===== config.mk =====
export PLATFORM = sky130hd
export DESIGN_NAME = pe_button_evt
export DESIGN_NICKNAME = d
export VERILOG_FILES = /design/src/rtl/pe_button_evt_pkg.sv /design/src/rtl/pe_button_evt_btn_debounce.sv /design/src/rtl/pe_button_evt.sv
export SDC_FILE = /design/constraint.sdc
export NUM_CORES = 1
export LEC_CHECK = 0
export ABC_AREA = 1
export BUFFER_PORTS_ARGS = -buffer_cell sky130_fd_sc_hd__clkbuf_2
export CAP_MARGIN = 20
export CORE_MARGIN = 10
export CORE_UTILIZATION = 45
export CTS_CLUSTER_DIAMETER = 60
export DETAILED_ROUTE_END_ITERATION = 12
export GPL_ROUTABILITY_DRIVEN = 0
export PLACE_DENSITY_LB_ADDON = 0.3
export SETUP_SLACK_MARGIN = 0.02
export SLEW_MARGIN = 20
export SYNTH_ARGS = -nofsm -noshare
export SYNTH_HDL_FRONTEND = slang
export SYNTH_SLANG_ARGS = --single-unit

===== constraint.sdc =====
create_clock -name clk -period 11.05 [get_ports clk]
set_clock_uncertainty 0.2 [all_clocks]
set_input_delay 2.21 -clock clk [delete_from_list [all_inputs] [get_ports clk]]
set_output_delay 2.21 -clock clk [all_outputs]
set_load 0.01 [all_outputs]

===== src/rtl/pe_button_evt_pkg.sv =====
// Shared definitions for the button responder: register addresses,
// default button count, and the address decoder used by the read mux
// and the write-1-to-clear path.
package pe_button_evt_pkg;

  localparam int          BTN_NUM             = 5;
  localparam logic [11:0] PERI_ADDR_BTN_LEVEL = 12'h078;
  localparam logic [11:0] PERI_ADDR_BTN_EVENT = 12'h07C;
  // Release flags live in the upper byte lane of BTN_EVENT.
  localparam int          REL_EVT_LSB         = 8;

  typedef enum logic [1:0] {
    REG_NONE,
    REG_LEVEL,
    REG_EVENT
  } reg_sel_e;

  function automatic reg_sel_e decode_addr(input logic [11:0] a);
    reg_sel_e sel;
    case (a)
      PERI_ADDR_BTN_LEVEL: sel = REG_LEVEL;
      PERI_ADDR_BTN_EVENT: sel = REG_EVENT;
      default:             sel = REG_NONE;
    endcase
    return sel;
  endfunction

endpackage


===== src/rtl/pe_button_evt_btn_debounce.sv =====
// One button bit: two-flop synchroniser, 16-bit debounce counter and the
// stable (debounced) level. rise/fall are high during the cycle whose
// closing edge flips stable, so a flag register can capture the event on
// the same edge that the level changes.
module btn_debounce #(
  parameter logic [15:0] DEBOUNCE_CYCLES = 16'd50000
) (
  input  logic clk,
  input  logic rst,
  input  logic button,
  output logic stable,
  output logic rise,
  output logic fall
);

  logic        sync1;
  logic        sync2;
  logic [15:0] cnt;
  logic        flip;

  // Bring the asynchronous pin into the clk domain.
  // NOTE: sequential state uses non-blocking (<=) so sync2 takes the old sync1, giving two real flop stages.
  always_ff @(posedge clk or posedge rst) begin
    if (rst) begin
      sync1 <= 1'b0;
      sync2 <= 1'b0;
    end else begin
      sync1 <= button;
      sync2 <= sync1;
    end
  end

  // The synchronised input has disagreed with stable for DEBOUNCE_CYCLES cycles.
  assign flip = (sync2 != stable) && (cnt == DEBOUNCE_CYCLES - 16'd1);
  assign rise = flip &  sync2;
  assign fall = flip & ~sync2;

  // Count consecutive disagreeing cycles; any return to stable restarts the count.
  always_ff @(posedge clk or posedge rst) begin
    if (rst) begin
      cnt    <= '0;
      stable <= 1'b0;
    end else if (sync2 == stable) begin
      cnt <= '0;
    end else if (flip) begin
      stable <= sync2;
      cnt    <= '0;
    end else begin
      cnt <= cnt + 16'd1;
    end
  end

endmodule


===== src/rtl/pe_button_evt.sv =====
// Memory-mapped button responder behind the Bridge.
//   0x078 BTN_LEVEL  debounced button levels (read-only)
//   0x07C BTN_EVENT  sticky press flags, write-1-to-clear
// Optional build macro BTN_RELEASE_EVT_EN adds sticky release flags in
// BTN_EVENT bits [NBTN+7:8]; without it those bits read 0 and no release
// logic exists. rdata is combinational from addr (single-cycle CPU).
module pe_button_evt
  import pe_button_evt_pkg::*;
#(
  parameter logic [15:0] DEBOUNCE_CYCLES = 16'd50000,
  parameter int          NBTN            = BTN_NUM
) (
  input  logic            clk,
  input  logic            rst,
  input  logic [11:0]     addr,
  input  logic            wen,
  input  logic [31:0]     wdata,
  input  logic [NBTN-1:0] button,
  output logic [31:0]     rdata
);

  logic [NBTN-1:0] level;
  logic [NBTN-1:0] rise;
  logic [NBTN-1:0] fall;
  logic [NBTN-1:0] evt_q;
  logic [NBTN-1:0] evt_clr;
  reg_sel_e        sel;
  logic            evt_wr;

  for (genvar gi = 0; gi < NBTN; gi++) begin : g_btn
    btn_debounce #(
      .DEBOUNCE_CYCLES(DEBOUNCE_CYCLES)
    ) u_debounce (
      .clk   (clk),
      .rst   (rst),
      .button(button[gi]),
      .stable(level[gi]),
      .rise  (rise[gi]),
      .fall  (fall[gi])
    );
  end

  assign sel     = decode_addr(addr);
  assign evt_wr  = wen && (sel == REG_EVENT);
  assign evt_clr = evt_wr ? wdata[NBTN-1:0] : '0;

  // Press flags: clear requested bits, then OR in new presses so a set wins.
  always_ff @(posedge clk or posedge rst) begin
    if (rst) evt_q <= '0;
    else     evt_q <= (evt_q & ~evt_clr) | rise;
  end

`ifdef BTN_RELEASE_EVT_EN
  logic [NBTN-1:0] rel_q;
  logic [NBTN-1:0] rel_clr;

  assign rel_clr = evt_wr ? wdata[NBTN+REL_EVT_LSB-1:REL_EVT_LSB] : '0;

  // Release flags: same clear-then-set ordering as the press flags.
  always_ff @(posedge clk or posedge rst) begin
    if (rst) rel_q <= '0;
    else     rel_q <= (rel_q & ~rel_clr) | fall;
  end

  // Write-data bits outside the flag lanes have no register behind them.
  logic unused_bits;
  assign unused_bits = ^wdata;
`else
  // Without release flags the fall pulses and most write-data bits are unused.
  logic unused_bits;
  assign unused_bits = ^{wdata, fall};
`endif

  // Read mux: pure function of addr and register state, unmapped reads 0.
  always_comb begin
    // NOTE: rdata is given a default before the case so every path assigns it and no latch is inferred.
    rdata = '0;
    unique case (sel)
      REG_LEVEL: rdata[NBTN-1:0] = level;
      REG_EVENT: begin
        rdata[NBTN-1:0] = evt_q;
`ifdef BTN_RELEASE_EVT_EN
        rdata[NBTN+REL_EVT_LSB-1:REL_EVT_LSB] = rel_q;
`endif
      end
      default: ;
    endcase
  end

endmodule


Word-level counts from Yosys, hierarchy flattened:

Cells that the tools add are included.

* register bits: 100
* bits in latches: 0
* bits in writable memories: 0
* memory bits (read-only): 0
* word-level logic and storage cells: 82
* memories: 0

* add/subtract/negate cells: 5
* multipliers: 0
* div/mod/pow operators: 0
* $lt $le $gt $ge: 0
* equality and inequality tests: 19
* shift operators: 0
* muxes and demuxes: 13
* bitwise logic cells: 13
* reduce and logical (&&, ||, !) cells: 11

Operators by type and width (count)
* 16-bit 2-to-1 mux: 10
* 16-bit by 1-bit adder with 16-bit output, second input constant: 5
* 16-bit equality test, second input constant: 5
* 12-bit by 7-bit equality test with 1-bit output, second input constant: 2
* 5-bit one-hot mux with 2 select lines: 1
* 2-bit AND reduction: 5
* 1-bit logical AND: 6
* 1-bit AND: 5
* 5-bit AND: 1
* 1-bit equality test: 5
* 5-bit 2-to-1 mux: 1
* 1-bit inequality test: 5
* 1-bit inverter: 5
* 5-bit inverter: 1
* 5-bit bitwise OR: 1
* 2-bit one-hot mux with 2 select lines: 1
* 2-bit by 1-bit equality test with 1-bit output, second input constant: 1
* 2-bit equality test, second input constant: 1

Depth between registers and ports, before layout:

* depth in word-level cells: 8
* gate-level depth with buffers: 10
* mapped depth without buffers: 9

Cells and area by module:

From an unflattened synthesis, not the netlist that was laid out.

* cells, all modules: 793
* area total of the unflattened synthesis: 5978.2 µm²

Modules (own cells, without submodules)
* btn_debounce: instances 5, cells an instance 141, area an instance 1076.0 µm², sequential area each 475.5 µm²
* pe_button_evt: instances 1, cells an instance 88, area an instance 598.1 µm², sequential area each 125.1 µm²

Least setup slack after synthesis:

OpenSTA, ideal clock, no wires.

* path type: input -> output
* from: input addr[8]
* to: output rdata[4]
* data arrival time: 3313 ps
* required time: 8640 ps
* setup slack: 5327 ps
* cell stages on the path: 7
* cells stage by stage: nor3_1 nand4_1 inv_1 ha_1 clkbuf_1 nand2_1 a21oi_1

* cells in the longest elaborated chain, start to end: 4

RTL lines
* start, declared: line pe_button_evt.sv:15 `input logic [11:0] addr,`
* 12-bit by 7-bit equality test with 1-bit output: line pe_button_evt_pkg.sv:20 `case (a)`
* 2-bit one-hot mux with 2 select lines *: line pe_button_evt_pkg.sv:20
* 2-bit equality test / 2-bit by 1-bit equality test with 1-bit output (equally long branches): line pe_button_evt.sv:78 `unique case (sel)`
* 5-bit one-hot mux with 2 select lines *: line pe_button_evt.sv:78
* end, declared: line pe_button_evt.sv:19 `output logic [31:0] rdata`

Mark *: on every way between the ends. The rest lies on a longest branch, timed or not.

Worst setup path after layout:

* from: input addr[9]
* to: output rdata[3]

Same word-level chain as after synthesis.

==> results by group <==
STA
  – RSZ-0062 raised after global routing: false
  – Max Slew Vio Count: 0
  – Worst-Margin Slew: about 0.81 ns
  – FMAX: between 150 and 200 MHz
  – Period utilization: 0.565
  – Setup violators final: 0
  – Final hold viol count: 0
  – Post-route setup TNS: 0 ns
  – Worst Hold Slack: 0.149 ns
  – Worst setup margin: roughly 4.8 ns
  – Worst slew margin: 0.463
  – Final Critical Period: between 6 and 7 ns

Clock network
  – CTS resizes: 0
  – Hold Buf Count CTS: 0
  – Post CTS Setup Buffer Count: 0
  – Clock Path Buffers: 2
  – CTS Root Cell: clkbuf_16
  – TritonCTS clock tree: yes
  – Worst-Skew Late Latency: about 0.34 ns
  – Clk slew on worst S/H paths: about 0.060 ns
  – CTS Sinks: 100
  – CTS Buf Count: 9
  – # H-tree levels: 3

Yosys
  – Cell variety after synth: 25
  – Avg Cell Area, Syn: around 7.7 sq um
  – Async set or reset register ratio after synthesis: 1.00
  – Top cells by count, synth: 176 x nand2_1, 149 x nor2_1, 100 x dfrtp_1, 72 x inv_1, 52 x nand3_1
  – Register area share after synthesis: 0.454
  – Synth warn: 0
  – Mapped Area: ~5500 sq um
  – Gate Count Post-Synth: between 700 and 800
  – Yosys reg bits: 100
  – Leading area contributor after synthesis: dfrtp_1
  – Top FF cell, synth: dfrtp_1
  – Number of synthesized flops with an enable pin: 0
  – Synth top area share: 0.454
  – Largest cells by area after synthesis: dfrtp_1 45%, nand2_1 12%, nor2_1 10%, inv_1 4.9%, nand3_1 4.7%
  – Count leader, synth: nand2_1

Detailed routing
  – DRC Markers: 0
  – Wire per inst: about 12 um
  – Drt first pass iters: 4
  – Vias per inst: around 4.8
  – DR iter-0 viols: between 150 and 200
  – WL final: about 11000 um
  – ANT nets after route: 0
  – Vias: between 4k and 5k

Global route
  – First-pass GRT wire length: between 15000 and 20000 um
  – Initial antenna violation count: 0
  – GR Util All Layers: 0.134
  – Largest net degree at the start of global routing: between 60 and 70
  – Total grt overflow: 0
  – Vias in the first global route: roughly 4.2k

Cells and area
  – Post-route cell area: 6090 sq um
  – Final std cells w/o fill: 905
  – Nets: slightly above 800
  – Core Util, Final: 0.507
  – Ratio of cells with drive above 1 in the final layout: 0.113
  – Area Growth Syn to Fin: 10.6%
  – Antenna cells: 0

Critical path
  – WP data required: 8.64 ns
  – Worst reg2reg path depth: 6
  – Startpoint Class: input pin
  – Arrival time at the worst endpoint: 3.83 ns
  – Critical path type: in -> out
  – Worst Path Max Fanout: 10
  – Critical path endpoint category: output pin

Floorplan
  – Total die area: 17100 sq um
  – Core area: 12000 sq um
  – Initial Utilization: 0.458
  – IO Pins: 84
  – Die X: 131 um
  – Row cnt: 40
  – Die outline height: approximately 130 um

Place
  – IO buf count: 29
  – DP Worst Slack: about 4.8 ns
  – Cells after DPL: between 800 and 900
  – Detailed placement HPWL: between 8000 and 9000 um
  – Placed Area: ~5700 sq um

Power
  – Internal power: about 620 uW
  – Sw Share: 0.204
  – Max VDD drop: approximately 0.087 mV
  – Power consumption: approximately 780 uW
  – Static leakage: 2.74 nW
  – NetSw: around 160 uW
  – Combinational power share: 0.043
  – Sequential share of power: 0.482
  – Clock share of power: 0.476
  – Power density over cell area: ~130 nW/um^2

Job
  – Max Cap Violations: 0

Hold path
  – Worst hold path class: reg -> reg
  – Worst Hold Path Cells: 0

Run status
  – Outcome: finished, final reports clean
## kinds of logic after synthesis
| kind of cell | synth area share |
|---|---|
| simple gates | 0.344 |
| buf+inv | 0.0893 |
| flops | 0.454 |
| xor+xnor | 0.0675 |
| compound gates | 0.0284 |
| fa+ha+maj | 0.0159 |
| other cells | 0.000681 |
## path summary, 6_finish.rpt
| check | start | to | slack, ns |
|---|---|---|---|
| max | addr[9] | rdata[3] | 4.81 |
| min | g_btn[1].u_debounce.sync1$_DFF_PP0_ | g_btn[1].u_debounce.sync2$_DFF_PP0_ | 0.15 |
| max reg2reg | g_btn[3].u_debounce.cnt[0]$_DFF_PP0_ | g_btn[3].u_debounce.cnt[8]$_DFF_PP0_ | 9.44 |
| min reg2reg | g_btn[1].u_debounce.sync1$_DFF_PP0_ | g_btn[1].u_debounce.sync2$_DFF_PP0_ | 0.15 |
| max in group asynchronous | rst | g_btn[4].u_debounce.cnt[6]$_DFF_PP0_ | 7.82 |
| min in group asynchronous | rst | g_btn[2].u_debounce.cnt[0]$_DFF_PP0_ | 1.66 |
## registers in the layout, indices dropped and copies added (netlist names)
register and flops:
g_btn.u_debounce.cnt 80, evt_q 5, g_btn.u_debounce.stable 5, g_btn.u_debounce.sync1 5, g_btn.u_debounce.sync2 5
## worst max-delay path: stages
cell,delay (ns)
clkbuf_2,0.08
inv_1,0.04
nand4_1,0.08
nor2_1,0.25
nand4_1,0.17
inv_1,0.09
ha_1,0.44
nand2_1,0.09
a21oi_1,0.19
clkbuf_2,0.17
## routing by layer
layer	vias up	part of all wire	global-route usage
met2	76	0.49	0.233
met4	0	0.012	0.0405
met1	1963	0.45	0.162
met3	11	0.052	0.0306
li1	2250	-	-
met5	-	0	0
## cell usage in the layout, fill, tap and decap left out, types with 7 or more instances in the layout
master and count:
conb_1 27, nand3_1 52, nand4_1 24, xor2_1 21, ha_1 7, nand2_2 12, xnor2_1 14, nor2_1 149
dfrtp_1 100, o21ai_1 10, a21oi_1 8, clkbuf_2 29, nor2_2 11, clkbuf_16 9, inv_1 71, nand2_1 176
## power by group through the flow
stage	clock, mW	sequential [mW]	combinational [mW]
2_1_floorplan	0	0.384	0.0303
3_3_place_gp	0	0.385	0.0333
3_5_place_dp	0	0.385	0.0341
4_1_cts	0.382	0.378	0.0342
5_1_grt	0.396	0.379	0.0394
6_report	0.373	0.378	0.0334
## area by class of cell
class	count	area, sq um
clock buffers	10	229
clock inverters	5	125
fillers	1108	5920
inverters	76	288
multi-input cells	537	2610
flip-flops and latches	100	2500
well taps	147	184
repair buffers	30	153
Power figures use the tool's default switching activity.
